===== src/rtl/hamming_pkg.sv =====
// Shared types and constants for the SECDED Hamming(16,11) decode path.
package hamming_pkg;

  typedef enum logic [2:0] {
    IDLE,
    RD_L,
    RD_M,
    CAP,
    FIX,
    WR_L,
    WR_M,
    DONE
  } state_t;

  typedef logic [1:0] err_flag_t;

  localparam err_flag_t FLAG_CLEAN  = 2'b00;
  localparam err_flag_t FLAG_SINGLE = 2'b01;
  localparam err_flag_t FLAG_DOUBLE = 2'b10;

  // Syndrome bit b is the parity of every codeword position whose index has bit b set.
  localparam logic [3:0][15:0] SYN_MASK = {16'hFF00, 16'hF0F0, 16'hCCCC, 16'hAAAA};

  // Event counters stick at all-ones instead of wrapping.
  function automatic logic [7:0] sat_inc(input logic [7:0] v);
    return (v == 8'hFF) ? v : v + 8'd1;
  endfunction

endpackage


===== src/rtl/hamming_syndrome_calc.sv =====
// Combinational SECDED check/correct for one 16-bit codeword.
module hamming_syndrome_calc
  import hamming_pkg::*;
(
  input  logic [7:0]  lsw_i,
  input  logic [7:0]  msw_i,
  output logic [3:0]  syndrome_o,
  output logic        parity_o,
  output logic [15:0] corrected_o,
  output err_flag_t   flag_o
);

  logic [15:0] word;
  assign word = {msw_i, lsw_i};

  // One XOR tree per syndrome bit
  for (genvar gi = 0; gi < 4; gi++) begin : g_syn
    assign syndrome_o[gi] = ^(word & SYN_MASK[gi]);
  end

  assign parity_o = ^word;

  // Odd overall parity means exactly one flip, located by the syndrome (0 = p0 itself)
  always_comb begin
    corrected_o = word;
    flag_o      = FLAG_CLEAN;
    if (parity_o) begin
      corrected_o[syndrome_o] = ~word[syndrome_o];
      flag_o                  = FLAG_SINGLE;
    end else if (syndrome_o != 4'd0) begin
      flag_o = FLAG_DOUBLE;
    end
  end

endmodule


===== src/rtl/hamming_decode_ctrl.sv =====
// Decode-pass sequencer: reads encoded words, corrects them and writes data + flag back.
module hamming_decode_ctrl
  import hamming_pkg::*;
#(
  parameter int N_WORDS  = 15,
  parameter int SRC_BASE = 30,
  parameter int DST_BASE = 0,
  parameter int ADDR_W   = 8
) (
  input  logic              Clk,
  input  logic              Reset,
  input  logic              start,
  output logic              busy,
  output logic              done,
  output logic [ADDR_W-1:0] mem_addr,
  input  logic [7:0]        mem_rd_data,
  output logic              mem_wr_en,
  output logic [7:0]        mem_wr_data,
  output logic [7:0]        err1_cnt,
  output logic [7:0]        err2_cnt
);

  localparam int                IDX_W    = (N_WORDS > 1) ? $clog2(N_WORDS) : 1;
  localparam logic [IDX_W-1:0]  LAST_IDX = IDX_W'(N_WORDS - 1);
  localparam logic [ADDR_W-1:0] SRC_A    = ADDR_W'(SRC_BASE);
  localparam logic [ADDR_W-1:0] DST_A    = ADDR_W'(DST_BASE);
  localparam logic [ADDR_W-1:0] ONE_A    = ADDR_W'(1);

  state_t            state_q;
  logic [IDX_W-1:0]  idx_q;
  logic [7:0]        lsw_q;
  logic [7:0]        msw_q;
  logic [7:0]        msw_out_q;
  logic [7:0]        mem_wr_data_q;
  logic [7:0]        err1_q;
  logic [7:0]        err2_q;
  logic [ADDR_W-1:0] mem_addr_q;
  logic              busy_q;
  logic              done_q;
  logic              mem_wr_en_q;

  logic [IDX_W-1:0]  idx_d;
  logic [ADDR_W-1:0] src_cur;
  logic [ADDR_W-1:0] src_nxt;
  logic [ADDR_W-1:0] dst_cur;
  logic [7:0]        lsw_out_d;
  logic [7:0]        msw_out_d;

  logic [3:0]        syn;
  logic              par;
  logic [15:0]       corr;
  err_flag_t         flag;

  hamming_syndrome_calc u_syn (
    .lsw_i       (lsw_q),
    .msw_i       (msw_q),
    .syndrome_o  (syn),
    .parity_o    (par),
    .corrected_o (corr),
    .flag_o      (flag)
  );

  // Word addresses wrap naturally at 2^ADDR_W.
  assign idx_d   = idx_q + IDX_W'(1);
  assign src_cur = SRC_A + (ADDR_W'(idx_q) << 1);
  assign src_nxt = SRC_A + (ADDR_W'(idx_d) << 1);
  assign dst_cur = DST_A + (ADDR_W'(idx_q) << 1);

  // Data bits b8..b1 and b11..b9 pulled out of the corrected word; flag rides in the top bits.
  assign lsw_out_d = {corr[12:9], corr[7:5], corr[3]};
  assign msw_out_d = {flag, 3'b000, corr[15:13]};

  // Parity bits and the raw syndrome are consumed only through the flag.
  logic unused_bits;
  assign unused_bits = ^{syn, par, corr[8], corr[4], corr[2:0]};

  // Sequencer: one state per memory beat, every output registered on the transition into its state.
  always_ff @(posedge Clk) begin
    if (Reset) begin
      state_q       <= IDLE;
      idx_q         <= '0;
      lsw_q         <= '0;
      msw_q         <= '0;
      msw_out_q     <= '0;
      mem_wr_data_q <= '0;
      err1_q        <= '0;
      err2_q        <= '0;
      mem_addr_q    <= '0;
      busy_q        <= 1'b0;
      done_q        <= 1'b0;
      mem_wr_en_q   <= 1'b0;
    end else begin
      case (state_q)
        IDLE: begin
          if (start) begin
            state_q    <= RD_L;
            idx_q      <= '0;
            err1_q     <= '0;
            err2_q     <= '0;
            busy_q     <= 1'b1;
            mem_addr_q <= SRC_A;
          end
        end
        RD_L: begin
          mem_addr_q <= src_cur + ONE_A;
          state_q    <= RD_M;
        end
        RD_M: begin
          lsw_q   <= mem_rd_data;
          state_q <= CAP;
        end
        CAP: begin
          msw_q   <= mem_rd_data;
          state_q <= FIX;
        end
        FIX: begin
          msw_out_q     <= msw_out_d;
          mem_wr_data_q <= lsw_out_d;
          mem_wr_en_q   <= 1'b1;
          mem_addr_q    <= dst_cur;
          if (flag == FLAG_SINGLE) err1_q <= sat_inc(err1_q);
          if (flag == FLAG_DOUBLE) err2_q <= sat_inc(err2_q);
          state_q <= WR_L;
        end
        WR_L: begin
          mem_addr_q    <= dst_cur + ONE_A;
          mem_wr_data_q <= msw_out_q;
          state_q       <= WR_M;
        end
        WR_M: begin
          mem_wr_en_q   <= 1'b0;
          mem_wr_data_q <= '0;
          if (idx_q == LAST_IDX) begin
            state_q    <= DONE;
            busy_q     <= 1'b0;
            done_q     <= 1'b1;
            mem_addr_q <= '0;
          end else begin
            idx_q      <= idx_d;
            mem_addr_q <= src_nxt;
            state_q    <= RD_L;
          end
        end
        DONE: begin
          done_q  <= 1'b0;
          state_q <= IDLE;
        end
        default: state_q <= IDLE;
      endcase
    end
  end

  assign busy        = busy_q;
  assign done        = done_q;
  assign mem_addr    = mem_addr_q;
  assign mem_wr_en   = mem_wr_en_q;
  assign mem_wr_data = mem_wr_data_q;
  assign err1_cnt    = err1_q;
  assign err2_cnt    = err2_q;

endmodule

===== config.mk =====
export PLATFORM = sky130hd
export DESIGN_NAME = hamming_decode_ctrl
export DESIGN_NICKNAME = d
export VERILOG_FILES = /design/src/rtl/hamming_pkg.sv /design/src/rtl/hamming_syndrome_calc.sv /design/src/rtl/hamming_decode_ctrl.sv
export SDC_FILE = /design/constraint.sdc
export NUM_CORES = 1
export LEC_CHECK = 0
export ABC_AREA = 0
export CAP_MARGIN = 5
export CORE_AREA = 2 2 112 87
export CTS_CLUSTER_DIAMETER = 80
export DETAILED_ROUTE_END_ITERATION = 7
export DIE_AREA = 0 0 114 89
export PLACE_DENSITY = 0.71
export REMOVE_ABC_BUFFERS = 1
export SLEW_MARGIN = 10
export SYNTH_ARGS = -nofsm -noshare
export SYNTH_HDL_FRONTEND = slang
export SYNTH_SLANG_ARGS = --single-unit

===== constraint.sdc =====
create_clock -name Clk -period 2.27 [get_ports Clk]
set_input_delay 0.3405 -clock Clk [delete_from_list [all_inputs] [get_ports Clk]]
set_output_delay 0.3405 -clock Clk [all_outputs]
set_load 0.05 [all_outputs]

==> reports/metrics.yaml <==
yosysTopAreaCell: "dfxtp_1"
synth_cell_types: 59
ioPinCount: 46
powerDensity_mw_per_mm2: 658
cp_top_family: "XOR/XNOR gates"
setup_viol: 2
rsz0062_at_grt: "yes"
setup-tns-final_ns: -0.0315
p_total_mw: 3.33
grt_max_degree: 31
grt_pass1_wl_mm: 16.5
ys_top_cells_by_area: "dfxtp_1, xnor2_1, a21oi_1, nand2_1, nor2_1"
synth_seq_cells: 61
r2r_slack_ns: -0.02
clockBufferDepth: 2
path_cells: "xor2_2 -> xor2_2 -> xnor2_1 -> buf_4 -> mux4_2 -> and2_4 -> a211o_1 -> a21oi_1"
cts_tree: "done"
cts-root-buf: "clkbuf_16"
clk-insertion-delay-late_ns: 0.34
report.final.slew_viol_count: 0
cts_buffers: 9
start_kind: "flip-flop"
fin_cells: 643
critPathSlowestCell: "mux4_2"
start_util_pct: 39.6
hp-start: "msw_out_q[7]"
pre_cts_ws_ns: -0.196
r2r-end: "msw_out_q[2]"
skew_ns: 0.00381
n_antenna_cell: 0
grt_use_total_pct: 21.1
synthMuxAreaShare_pct: 4.28
synth_top_family_by_area: "simple AND/OR/NAND/NOR gates"
route.vias.total: 3573
synth_xor_area_share_pct: 12.8
critPathMaxStageDelay_ns: 0.49
cp_num_buf_inv: 1
place.gp.congestion: 0.928
synth_top_area_share_pct: 34.5
tightest_slew_ns: 0.766
drt_iter0_drc: 208
ys.warnings.count: 0
fin_crit_ns: 2.29
drtPass1Iterations: 5
yosysSeqAreaShare_pct: 34.5
worstSetupPathType: "flip-flop to flip-flop"
worstHoldEndpoint: "msw_out_q[7]"
dp_hpwl_mm: 7.26
drive_gt1_share_pct: 24.3
nNetsFinal: 544
arrival_ns: 2.56
outcome: "finished with violations"
synth.avg_cell_area_um2: 8.19
synthAdderAreaFrac_pct: 2.12
avgRoutedWirePerCell_um: 16.3
p_leak_nw: 1.94
finalCritPeriodShare_pct: 101
clk_pin_slew_ns: 0.05
antenna_found_initial: 0
post-route-cell-area_mm2: 0.00507
rr_startpoint: "lsw_q[3]"
num_rows: 30
wirelength_mm: 10.5
fin_util_pct: 56.7
synth-compound-area-share_pct: 19.2
hold_viol: 0
ff2ff_path_depth: 8
cts_max_level: 3
path_common_cell: "xor2_2"
die_w_um: 114
grt_pass1_vias: 3276
core_mm2: 0.00893
drv_cap: 0
relSlewSlack_pct: 48.4
syn_inst: 432
vias_per_cell: 5.56
overflow: 0
drc: 0
violations: "negative setup slack"
hold_slack_ns: 0.460
die_area_mm2: 0.0101
async_flop_share_pct: 0
synth_edf_count: 0
place_area_mm2: 0.00442
synth_flop_cell: "dfxtp_1"
peakVddDrop_uv: 385
hold_path_depth: 2
clkSinkCount: 61
numPlacedInstances: 618
hold_class: "flip-flop to flip-flop"
port_buffers: 43
cts_hold_buffers: 0
mappedNetlistArea_mm2: 0.00354
end_kind: "flip-flop"
worstPathRequired_ns: 2.54
critPathMaxFanout: 4
n_fill_cell: 762
fin_ws_ns: -0.0197
fp.dieH_um: 89
clock.fmax_mhz: 437
synthSimpleGateAreaFrac_pct: 23.5
postRouteAntennaNets: 0
synthToLayoutAreaGrowth_pct: 43.1
## kinds of logic (layout without fill, tap and decap cells)
group	after synthesis	after routing
simple gates	169	169
compound gates	108	108
flops	61	61
xor+xnor	47	48
buf+inv	31	128
mux	9	9
fa+ha+maj	6	6
other cells	1	2
## worst min-delay path: stages, from the launching register on
cell,delay [ns]
dfxtp_1,0.31
nand2_1,0.05
a21oi_1,0.05
## cell usage after synthesis (2+ instances only)
master	n
a22oi_1	5
a21oi_1	43
a211o_1	4
and2_1	5
o22ai_1	3
buf_1	2
nor4_1	6
a21o_1	4
clkbuf_1	19
or2_2	5
xnor2_1	28
nand2b_1	2
a31oi_1	2
o21a_1	2
nor2_1	38
buf_4	2
nor3_1	10
nand2_1	46
o21ai_0	21
dfxtp_1	61
a31o_2	2
ha_1	6
a311oi_1	4
nand4_1	10
a211oi_1	4
mux4_1	3
nand3_1	24
nor2b_1	5
xor2_2	2
a32o_1	2
mux2i_1	5
or3_1	6
and3_1	4
inv_1	8
xor2_1	15
## placed cells by master, fill, tap and decap left out, drive strengths merged, types with 7 or more instances in the layout
cell and instances:
clkbuf 13, nor2 38, o21ai 21, nand2 46
dfxtp 61, clkdlybuf4s50 43, nor3 10, xor2 17
nand4 10, a21oi 43, nor4 7, buf 62
inv 8, xnor2 31, nand3 24
## how the worst max path moves through the flow
| stage | depth (start not counted) | slack (ns) | end | from |
|---|---|---|---|---|
| 2_1_floorplan | 7 | -0.13 | msw_out_q[0] | lsw_q[7] |
| 3_3_place_gp | 8 | -0.15 | msw_out_q[0] | lsw_q[7] |
| 3_5_place_dp | 8 | -0.20 | msw_out_q[0] | lsw_q[7] |
| 4_1_cts | 8 | -0.02 | msw_out_q[0] | msw_q[7] |
| 5_1_grt | 8 | -0.14 | msw_out_q[0] | lsw_q[2] |
| 6_report | 8 | -0.02 | msw_out_q[2] | lsw_q[3] |
## flip-flops by register name (all words and copies together), names as in the netlist, 3 cells and up
register and count:
mem_wr_data 8, mem_addr 6, msw_out_q 5, msw_q 8
err1_cnt 8, err2_cnt 8, lsw_q 8, state_q 3
idx_q 4
## area by class of cell
cell class	instances	area [um^2]	share of cell area, %
tap	112	140	2.77
multi-input combinational	342	2490	49.2
clock inverter	2	10.0	0.198
timing repair buffer	105	900	17.8
sequential	61	1240	24.5
inverter	8	30.0	0.593
clock buffer	13	250	4.94
## repair_timing
item,in CTS,in global routing
gates resized for setup,23,28
endpoints found under the setup margin,21,24
gates cloned,1,0
buffers inserted,2,7
pin swaps,7,14
## where the power goes
part	leakage, nW	internal, mW	switching, mW
sequential	0.500	1.11	0.0443
clock	0.129	0.758	0.474
combinational	1.31	0.431	0.520
total	1.94	2.29	1.04
## per-layer routing
layer  GRT usage [%]  share of wire [%]  vias to the layer above
met2            32.8                 46                      118
met4            8.87                1.9                        0
met3            5.69                5.2                       20
li1                -                  -                     1741
met5               0                  0                        -
met1            28.1                 47                     1694
Power figures use the tool's default switching activity.
==> RTL edit, RTL diff (same settings) <==
`N_WORDS`: 15 -> 16.
--- a/src/rtl/hamming_decode_ctrl.sv
+++ b/src/rtl/hamming_decode_ctrl.sv
@@ -4,3 +4,3 @@
 #(
-  parameter int N_WORDS  = 15,
+  parameter int N_WORDS  = 16,
   parameter int SRC_BASE = 30,
Behaviour: no difference found for any inputs over 10 cycles, from zero or initial values and one cycle with Reset high; that may be too few to reach the edited logic, so the function may still have changed.
==> RTL edit against the unedited design <==
- wire length rose by 11%
- power rose by 0.12%
- setup slack improved by 0.034 ns
- sequential cell count did not move
- critical path depth fell by 2
- critical endpoint is now err2_cnt[1]
- maximum frequency rose by 1.5%
- clock skew rose by 0.0046 ns
- hold slack got worse by 0.048 ns
- synthesized area rose by 9.6%
- cell area rose by 5.0%
- first-iteration DRC count rose by 85%
- utilization rose by 2.9 points
==> RTL edit: results (changes against the unedited design) <==
Placed design
  – Global placement routability congestion: 0.955 (+2.9%)
  – Post-DP HPWL: 7620 um (+4.9%)
  – Dpl ws: -0.0279 ns (+0.168 ns)
  – Placed instance count: 633 (+2.4%)
  – Placed inst area: 0.00462 mm^2 (+4.6%)
  – IO buf count: 43 (unchanged)

Global routing
  – First-pass GRT wire length: 17600 um (+6.9%)
  – Total track usage: 0.222 (+0.0105)
  – Largest net degree at the start of global routing: 22 (-29%)
  – Initial antenna violation count: 0 (unchanged)
  – Vias in the first global route: 3417 (+4.3%)

Run status
  – Outcome: complete, no violations

Clock tree
  – H-Tree Depth: 3 (unchanged)
  – TritonCTS Buffers: 9 (unchanged)
  – Clk root buf: clkbuf_16
  – Clock transition at the registers of the reported paths: 0.05 ns (about the same)
  – Clock Tree Buf Depth: 2 (unchanged)
  – Worst-Skew Late Latency: 0.34 ns (about the same)

Drt
  – Post-Route M1 WL: 5590 um (+13%)
  – Met2 WL: 5060 um (+5.6%)
  – Vias per inst: 5.90 (+6.2%)
  – DRT Pass-1 Iters: 4 (-1)
  – Drt drc: 0 (unchanged)
  – Met3 routed WL: 801 um (+47%)
  – Number of DRC markers in iteration 0: 385 (+85%)
  – Routed len/inst: 17.7 um (+8.7%)
  – Top layer used by detailed routing: met4

Hold path
  – Min-Delay Path Depth: 2 (unchanged)
  – HP Class: in -> reg

Yosys
  – Post-synth ARST share: 0 (unchanged)
  – Seq/Total Area, Yosys: 0.315 (-0.0303)
  – Synth top area cells: dfxtp_1 31%, mux2i_1 6.2%, nand2_1 5.0%, a21oi_1 4.5%, nor2_1 4.4%
  – Most used DFF post-synth: dfxtp_1
  – Cells after Synth: 461 (+6.7%)
  – Post-synth top cells: 61 x dfxtp_1, 52 x nand2_1, 45 x nor2_1, 35 x a21oi_1, 24 x mux2i_1
  – YS warnings: 0 (unchanged)
  – Distinct cells, synth: 67 (+14%)

STA
  – Final Hold Viols: 0 (unchanged)
  – Worst Tran Pin Value: 1.05 ns (+0.289 ns)
  – Clock skew: 0.00837 ns (+0.00456 ns)

Worst setup path
  – Slowest-stage cell, CP: xor3_2
  – Top delay family on crit path: XOR/XNOR gates
  – Crit path arrival time: 2.51 ns (-0.05 ns)
  – Critical-path maximum fanout: 8 (+4)
  – Largest stage delay, worst path: 0.56 ns (+0.07 ns)
  – R2R cell count: 6 (-2)

Power and ir drop
  – Pleak: 0.00189 uW (-2.5%)
  – Peak supply drop: 460 uV (+19%)

Layout
  – Fraction of layout cells with a size suffix above 1: 0.226 (-0.0168)
  – Antenna diodes: 0 (unchanged)
  – Layout net count: 555 (+2.0%)
  – Non-Filler Instances: 656 (+2.0%)
-- RTL edit: cell types whose count changed in the layout (fill, tap and decap cells not counted), sizes merged, moves of 8 or more --
cell   before  now
or3         6   14
buf        62   49
xnor2      31   23
o22ai       3   12
mux2i       5   24
-- RTL edit: stage by stage --
stage               hold WS (ns)  power (uW)
floorplan                  0.410        1670
global placement           0.441        1910
detailed placement         0.443        1920
CTS                        0.395        3220
global route               0.416        3460
finish                     0.412        3340
-- RTL edit: per-layer routing --
layer  up-vias  track usage
met5         -            0
met1      1857        0.319
met2       168        0.320
met3        14       0.0678
met4         0       0.0632
li1       1832            -
-- RTL edit: power breakdown --
| part | internal, uW | switching [uW] | leakage (uW) |
|---|---|---|---|
| Clock | 797 | 474 | 0.000134 |
| Combinational | 364 | 548 | 0.00126 |
| Sequential | 1110 | 46.8 | 0.000498 |
-- RTL edit: cell type report --
cell class                 instances  area [um^2]
multi-input combinational        370         2840
inverter                           6         22.5
clock buffer                      15          268
sequential                        61         1230
clock inverter                     1         5.00
timing repair buffer              91          811
fill                             754         3610
tap                              112          140
-- RTL edit: final timing paths --
path / endpoint / slack, ns / startpoint
setup / recovery: err2_cnt[1] / 0.01 / msw_q[5]
hold / removal: state_q[1] / 0.41 / Reset
setup reg to reg: err2_cnt[1] / 0.01 / msw_q[5]
hold reg to reg: mem_wr_data[3] / 0.45 / mem_wr_data[3]
-- RTL edit: logic make-up after synthesis --
kind of cell | synth area share
compound gates | 0.190
fa+ha+maj | 0.0161
buf+inv | 0.0422
xor+xnor | 0.131
mux | 0.0619
simple gates | 0.243
other cells | 0.000967
flops | 0.315
-- RTL edit: repair_timing --
item | CTS | global route
buffers inserted | 1 | 6
pin swaps | 5 | 12
hold buffers | 0 | 0
gates resized for setup | 15 | 35
endpoints found under the setup margin | 11 | 23
